[src/rtl/t05_spi_sclk_gen.sv]
// SPI serial-clock burst generator: nbits SCLK periods at a selectable half-period,
// CPOL/CPHA modes 0-3, and one-cycle shift/sample strobes for the data shifter.
module t05_spi_sclk_gen #(
  parameter int unsigned DIV_W     = 10,
  parameter int unsigned SLOW_HALF = 100,
  parameter int unsigned FAST_HALF = 2,
  parameter int unsigned CNT_W     = 6
) (
  input  logic             current_clock_signal,
  input  logic             reset,
  input  logic             start,
  input  logic             abort,
  input  logic             freq_flag,
  input  logic             cpol,
  input  logic             cpha,
  input  logic [CNT_W-1:0] nbits,
  output logic             sclk,
  output logic             shift_stb,
  output logic             sample_stb,
  output logic             busy,
  output logic             done
);

  localparam logic [DIV_W-1:0] SLOW_M1 = DIV_W'(SLOW_HALF - 1);
  localparam logic [DIV_W-1:0] FAST_M1 = DIV_W'(FAST_HALF - 1);

  typedef enum logic [1:0] {
    S_IDLE  = 2'd0,
    S_LEAD  = 2'd1,
    S_TRAIL = 2'd2,
    S_FIN   = 2'd3
  } state_e;

  state_e             state_q, state_d;
  logic [DIV_W-1:0]   half_cnt_q, half_cnt_d;
  logic [CNT_W-1:0]   bit_cnt_q, bit_cnt_d;
  logic [CNT_W-1:0]   nbits_q, nbits_d;
  logic               fast_q, fast_d;
  logic               cpol_q, cpol_d;
  logic               cpha_q, cpha_d;
  logic               sclk_q, sclk_d;
  logic               shift_q, shift_d;
  logic               sample_q, sample_d;
  logic               busy_q, busy_d;
  logic               done_q, done_d;

  logic [DIV_W-1:0]   half_m1;
  logic               half_wrap;
  logic [CNT_W-1:0]   bit_inc;
  logic               last_bit;

  assign half_m1   = fast_q ? FAST_M1 : SLOW_M1;
  assign half_wrap = (half_cnt_q == half_m1);
  assign bit_inc   = bit_cnt_q + CNT_W'(1);
  assign last_bit  = (bit_inc == nbits_q);

  // Next-state and registered-output logic
  always_comb begin
    state_d    = state_q;
    half_cnt_d = half_cnt_q;
    bit_cnt_d  = bit_cnt_q;
    nbits_d    = nbits_q;
    fast_d     = fast_q;
    cpol_d     = cpol_q;
    cpha_d     = cpha_q;
    sclk_d     = sclk_q;
    shift_d    = 1'b0;
    sample_d   = 1'b0;
    busy_d     = busy_q;
    done_d     = 1'b0;

    case (state_q)
      S_IDLE: begin
        sclk_d = cpol;
        if (start && !abort) begin
          nbits_d    = nbits;
          fast_d     = freq_flag;
          cpol_d     = cpol;
          cpha_d     = cpha;
          half_cnt_d = '0;
          bit_cnt_d  = '0;
          if (nbits == '0) begin
            state_d = S_FIN;
            busy_d  = 1'b0;
          end else begin
            state_d = S_LEAD;
            busy_d  = 1'b1;
            shift_d = !cpha;
          end
        end
      end

      S_LEAD: begin
        if (abort) begin
          state_d    = S_IDLE;
          sclk_d     = cpol_q;
          busy_d     = 1'b0;
          half_cnt_d = '0;
          bit_cnt_d  = '0;
        end else if (half_wrap) begin
          half_cnt_d = '0;
          sclk_d     = !cpol_q;
          shift_d    = cpha_q;
          sample_d   = !cpha_q;
          state_d    = S_TRAIL;
        end else begin
          half_cnt_d = half_cnt_q + DIV_W'(1);
        end
      end

      S_TRAIL: begin
        if (abort) begin
          state_d    = S_IDLE;
          sclk_d     = cpol_q;
          busy_d     = 1'b0;
          half_cnt_d = '0;
          bit_cnt_d  = '0;
        end else if (half_wrap) begin
          half_cnt_d = '0;
          sclk_d     = cpol_q;
          sample_d   = cpha_q;
          bit_cnt_d  = bit_inc;
          if (last_bit) begin
            state_d = S_FIN;
          end else begin
            shift_d = !cpha_q;
            state_d = S_LEAD;
          end
        end else begin
          half_cnt_d = half_cnt_q + DIV_W'(1);
        end
      end

      // One settling cycle after the last trailing edge; abort still suppresses done
      S_FIN: begin
        state_d    = S_IDLE;
        sclk_d     = cpol_q;
        busy_d     = 1'b0;
        half_cnt_d = '0;
        bit_cnt_d  = '0;
        done_d     = !(abort && busy_q);
      end

      default: begin
        state_d = S_IDLE;
        busy_d  = 1'b0;
      end
    endcase
  end

  always_ff @(posedge current_clock_signal or posedge reset) begin
    if (reset) begin
      state_q    <= S_IDLE;
      half_cnt_q <= '0;
      bit_cnt_q  <= '0;
      nbits_q    <= '0;
      fast_q     <= 1'b0;
      cpol_q     <= 1'b0;
      cpha_q     <= 1'b0;
      sclk_q     <= 1'b0;
      shift_q    <= 1'b0;
      sample_q   <= 1'b0;
      busy_q     <= 1'b0;
      done_q     <= 1'b0;
    end else begin
      state_q    <= state_d;
      half_cnt_q <= half_cnt_d;
      bit_cnt_q  <= bit_cnt_d;
      nbits_q    <= nbits_d;
      fast_q     <= fast_d;
      cpol_q     <= cpol_d;
      cpha_q     <= cpha_d;
      sclk_q     <= sclk_d;
      shift_q    <= shift_d;
      sample_q   <= sample_d;
      busy_q     <= busy_d;
      done_q     <= done_d;
    end
  end

  assign sclk       = sclk_q;
  assign shift_stb  = shift_q;
  assign sample_stb = sample_q;
  assign busy       = busy_q;
  assign done       = done_q;

endmodule

[config.mk]
export PLATFORM = sky130hd
export DESIGN_NAME = t05_spi_sclk_gen
export DESIGN_NICKNAME = d
export VERILOG_FILES = /design/src/rtl/t05_spi_sclk_gen.sv
export SDC_FILE = /design/constraint.sdc
export NUM_CORES = 1
export LEC_CHECK = 0
export CAP_MARGIN = 25
export CELL_PAD_IN_SITES_DETAIL_PLACEMENT = 1
export CELL_PAD_IN_SITES_GLOBAL_PLACEMENT = 1
export CORE_MARGIN = 8
export CORE_UTILIZATION = 44
export DETAILED_ROUTE_END_ITERATION = 16
export HOLD_SLACK_MARGIN = 0.06
export PLACE_DENSITY = 0.89
export SLEW_MARGIN = 30
export SYNTH_ARGS = -nofsm -noshare
export SYNTH_HDL_FRONTEND = slang
export SYNTH_SLANG_ARGS = --single-unit
[constraint.sdc]
create_clock -name current_clock_signal -period 2.21 [get_ports current_clock_signal]
set_input_delay 0.442 -clock current_clock_signal [delete_from_list [all_inputs] [get_ports current_clock_signal]]
set_output_delay 0.442 -clock current_clock_signal [all_outputs]
set_load 0.05 [all_outputs]
==> results.py <==
metrics = {
    "outcome": {
        "status": "complete, no violations",
    },
    "worst_setup_path": {
        "slowest_delay_ns": 0.81,
        "cp.required_ns": 1.77,
        "crit_family": "buffers and inverters",
        "crit_chain": "clkdlybuf4s50_1",
        "worstPathMaxFanout": 3,
        "timing.rr.start": "bit_cnt_q[0]",
        "start_kind": "flop",
        "crit_cells": 1,
        "cp_num_buf_inv": 1,
        "worst_ep_arrival_time_ns": 1.46,
        "r2r_cells": 6,
        "critPathLaunch": "busy",
        "slowest_stage": "clkdlybuf4s50_1",
        "endpoint_kind": "output pin",
        "crit_type": "reg2out",
    },
    "cts": {
        "h-tree-depth": 2,
        "cts_tree": "done",
        "cts-resized-gates": 0,
        "post_cts_buffers": 0,
        "cts_buffers": 5,
        "ctsHoldBuffers": 0,
        "clk_pin_slew_ns": 0.06,
        "clk_latency_ns": 0.28,
        "cts_sinks": 32,
        "clockBufferDepth": 2,
        "cts_root_buffer": "clkbuf_8",
    },
    "place": {
        "dp_cells": 249,
        "place_congestion": 0.7696,
        "dp.final_hpwl_mm": 3.058,
        "place_area_um2": 2100,
        "portBuffers": 17,
    },
    "synthesis": {
        "ys_seq_area_share_pct": 43.84,
        "synth-seq-cells": 32,
        "ys_warn_count": 0,
        "synthCells": 180,
        "synth_nets": 200,
        "postSynth.asyncResetShare_pct": 100.0,
        "synth_edf_count": 0,
        "syn_area_per_cell_um2": 10.15,
        "synthDistinctLibCells": 47,
        "synthFlopType": "dfrtp_1",
        "mappedNetlistArea_um2": 1827,
    },
    "hold_path": {
        "min_path_type": "reg2reg",
        "min_from": "bit_cnt_q[5]",
        "worstHoldPathCells": 1,
    },
    "timing": {
        "slew_headroom_pct": 65.86,
        "skew_ns": 0.003204,
        "fmax_mhz": 526.0,
        "hold_violations": 0,
        "whs_ns": 0.5138,
        "maxSlewViolCount": 0,
        "rsz0062_at_grt": "false",
        "tightest_slew_ns": 0.5105,
        "fin_tns_setup_ns": 0,
        "period_minus_slack_ns": 1.901,
        "finalCritPeriodShare_pct": 86.02,
        "setup_viol": 0,
    },
    "layout": {
        "drive_gt1_share_pct": 11.11,
        "num-nets-final": 226,
        "diodes": 0,
        "final_cell_mix": "dfrtp_1, nand2_1, clkdlybuf4s50_1",
        "fill_cells": 450,
        "mostFrequentLayoutCell": "dfrtp_1",
        "post-route-util_pct": 54.74,
        "fin_area_um2": 2190,
        "area.growth.synth_to_final_pct": 19.86,
        "final_cells": 257,
    },
    "power": {
        "power.density_nw_per_um2": 1087,
        "p_leak_nw": 0.9637,
        "peakVddDrop_uv": 679.3,
    },
    "routing": {
        "vias": 1431,
        "wirelength_mm": 4.129,
        "wl_per_cell_um": 16.07,
        "drc_errors": 0,
        "drt_iter0_drc": 91,
        "routed_via_density": 5.568,
        "dr.pass1.iters": 4,
        "drtAntennaViolNets": 0,
    },
    "die": {
        "core.rowCount": 23,
        "initial_core_util_pct": 45.67,
        "io_pins": 18,
        "die_h_um": 80.44,
        "die_x_um": 80.44,
        "die_area_um2": 6470,
        "design.core.area_um2": 4000,
    },
    "global_route": {
        "grt_pass1_wl_mm": 7.079,
        "grt-ovfl-total": 0,
        "grt_max_degree": 33,
        "antenna_found_initial": 0,
        "grt_use_total_pct": 14.07,
        "grt_pass1_vias": 1510,
    },
    "job": {
        "cap_violations": 0,
    },
}
[routing by layer]
metal	track usage, %	up-vias	routed length (µm)	share of wire [%]
met3	3.460	6	90	2.2
met2	23.42	15	2071	50
met1	16.73	722	1887	46
met5	0	-	0	0
met4	6.000	0	80	1.9
li1	-	688	-	-
[cells in the mapped netlist, drive strengths merged, types with 2 or more instances]
master | instances | area, µm²
and3 | 5 | 31.28
inv | 8 | 30.03
and2 | 3 | 18.77
mux2 | 11 | 127.6
xnor2 | 8 | 70.07
a31oi | 3 | 18.77
a21oi | 6 | 30.03
o21ai | 12 | 60.05
nand3 | 5 | 30.03
clkbuf | 2 | 7.510
buf | 3 | 17.52
nand2 | 17 | 63.81
nor2b | 2 | 12.51
xor2 | 7 | 61.31
nor2 | 15 | 63.81
nor4b | 3 | 32.53
dfrtp | 32 | 800.8
o31ai | 2 | 28.78
a211oi | 4 | 30.03
ha | 7 | 87.58
nor3 | 8 | 56.31
nand2b | 3 | 26.27
[path summary, 6_finish.rpt]
check	endpoint	slack, ns
setup / recovery	busy	0.31
hold / removal	bit_cnt_q[5]	0.51
setup reg to reg	shift_stb	0.31
hold reg to reg	bit_cnt_q[5]	0.51
max in group asynchronous	done	1.38
min in group asynchronous	nbits_q[4]	0.54
[per-stage QoR]
step	worst slack, ns	power [W]
floorplan	0.5153	0.001611
global placement	0.2115	0.001883
detailed placement	0.1219	0.001921
CTS	0.2899	0.002407
global route	0.1897	0.002541
finish	0.3089	0.002380
[power by group]
| group | internal, W | leakage (nW) | switching, W |
|---|---|---|---|
| combinational | 0.000448 | 0.499 | 0.000616 |
| sequential | 0.000733 | 0.420 | 0.000113 |
| clock | 0.000254 | 0.0455 | 0.000216 |
| total | 0.00144 | 0.964 | 0.000945 |
[sequential cells by signal, indices dropped and copies added (netlist names)]
register / flops
bit_cnt_q: 6
busy: 1
cpha_q: 1
cpol_q: 1
done: 1
fast_q: 1
half_cnt_q: 10
nbits_q: 6
sample_stb: 1
sclk: 1
shift_stb: 1
state_q: 2
[cell type report]
| type | instances | area (µm²) | share of cell area (%) |
|---|---|---|---|
| Multi-Input combinational cell | 135 | 970.9 | 44.34 |
| Sequential cell | 32 | 800.8 | 36.57 |
| Timing Repair Buffer | 24 | 235.2 | 10.74 |
| Clock buffer | 8 | 90.09 | 4.114 |
| Tap cell | 50 | 62.56 | 2.857 |
| Inverter | 8 | 30.03 | 1.371 |
[logic make-up (layout without fill, tap and decap cells)]
logic type / count (synthesis) / after routing / share of synthesized area, %
xor+xnor: 15 / 15 / 7.192
compound gates: 36 / 36 / 13.77
simple gates: 66 / 66 / 20.41
buf+inv: 13 / 40 / 3.014
mux: 11 / 11 / 6.986
fa+ha+maj: 7 / 7 / 4.794
flops: 32 / 32 / 43.84
(Power assumes the default switching activity.)
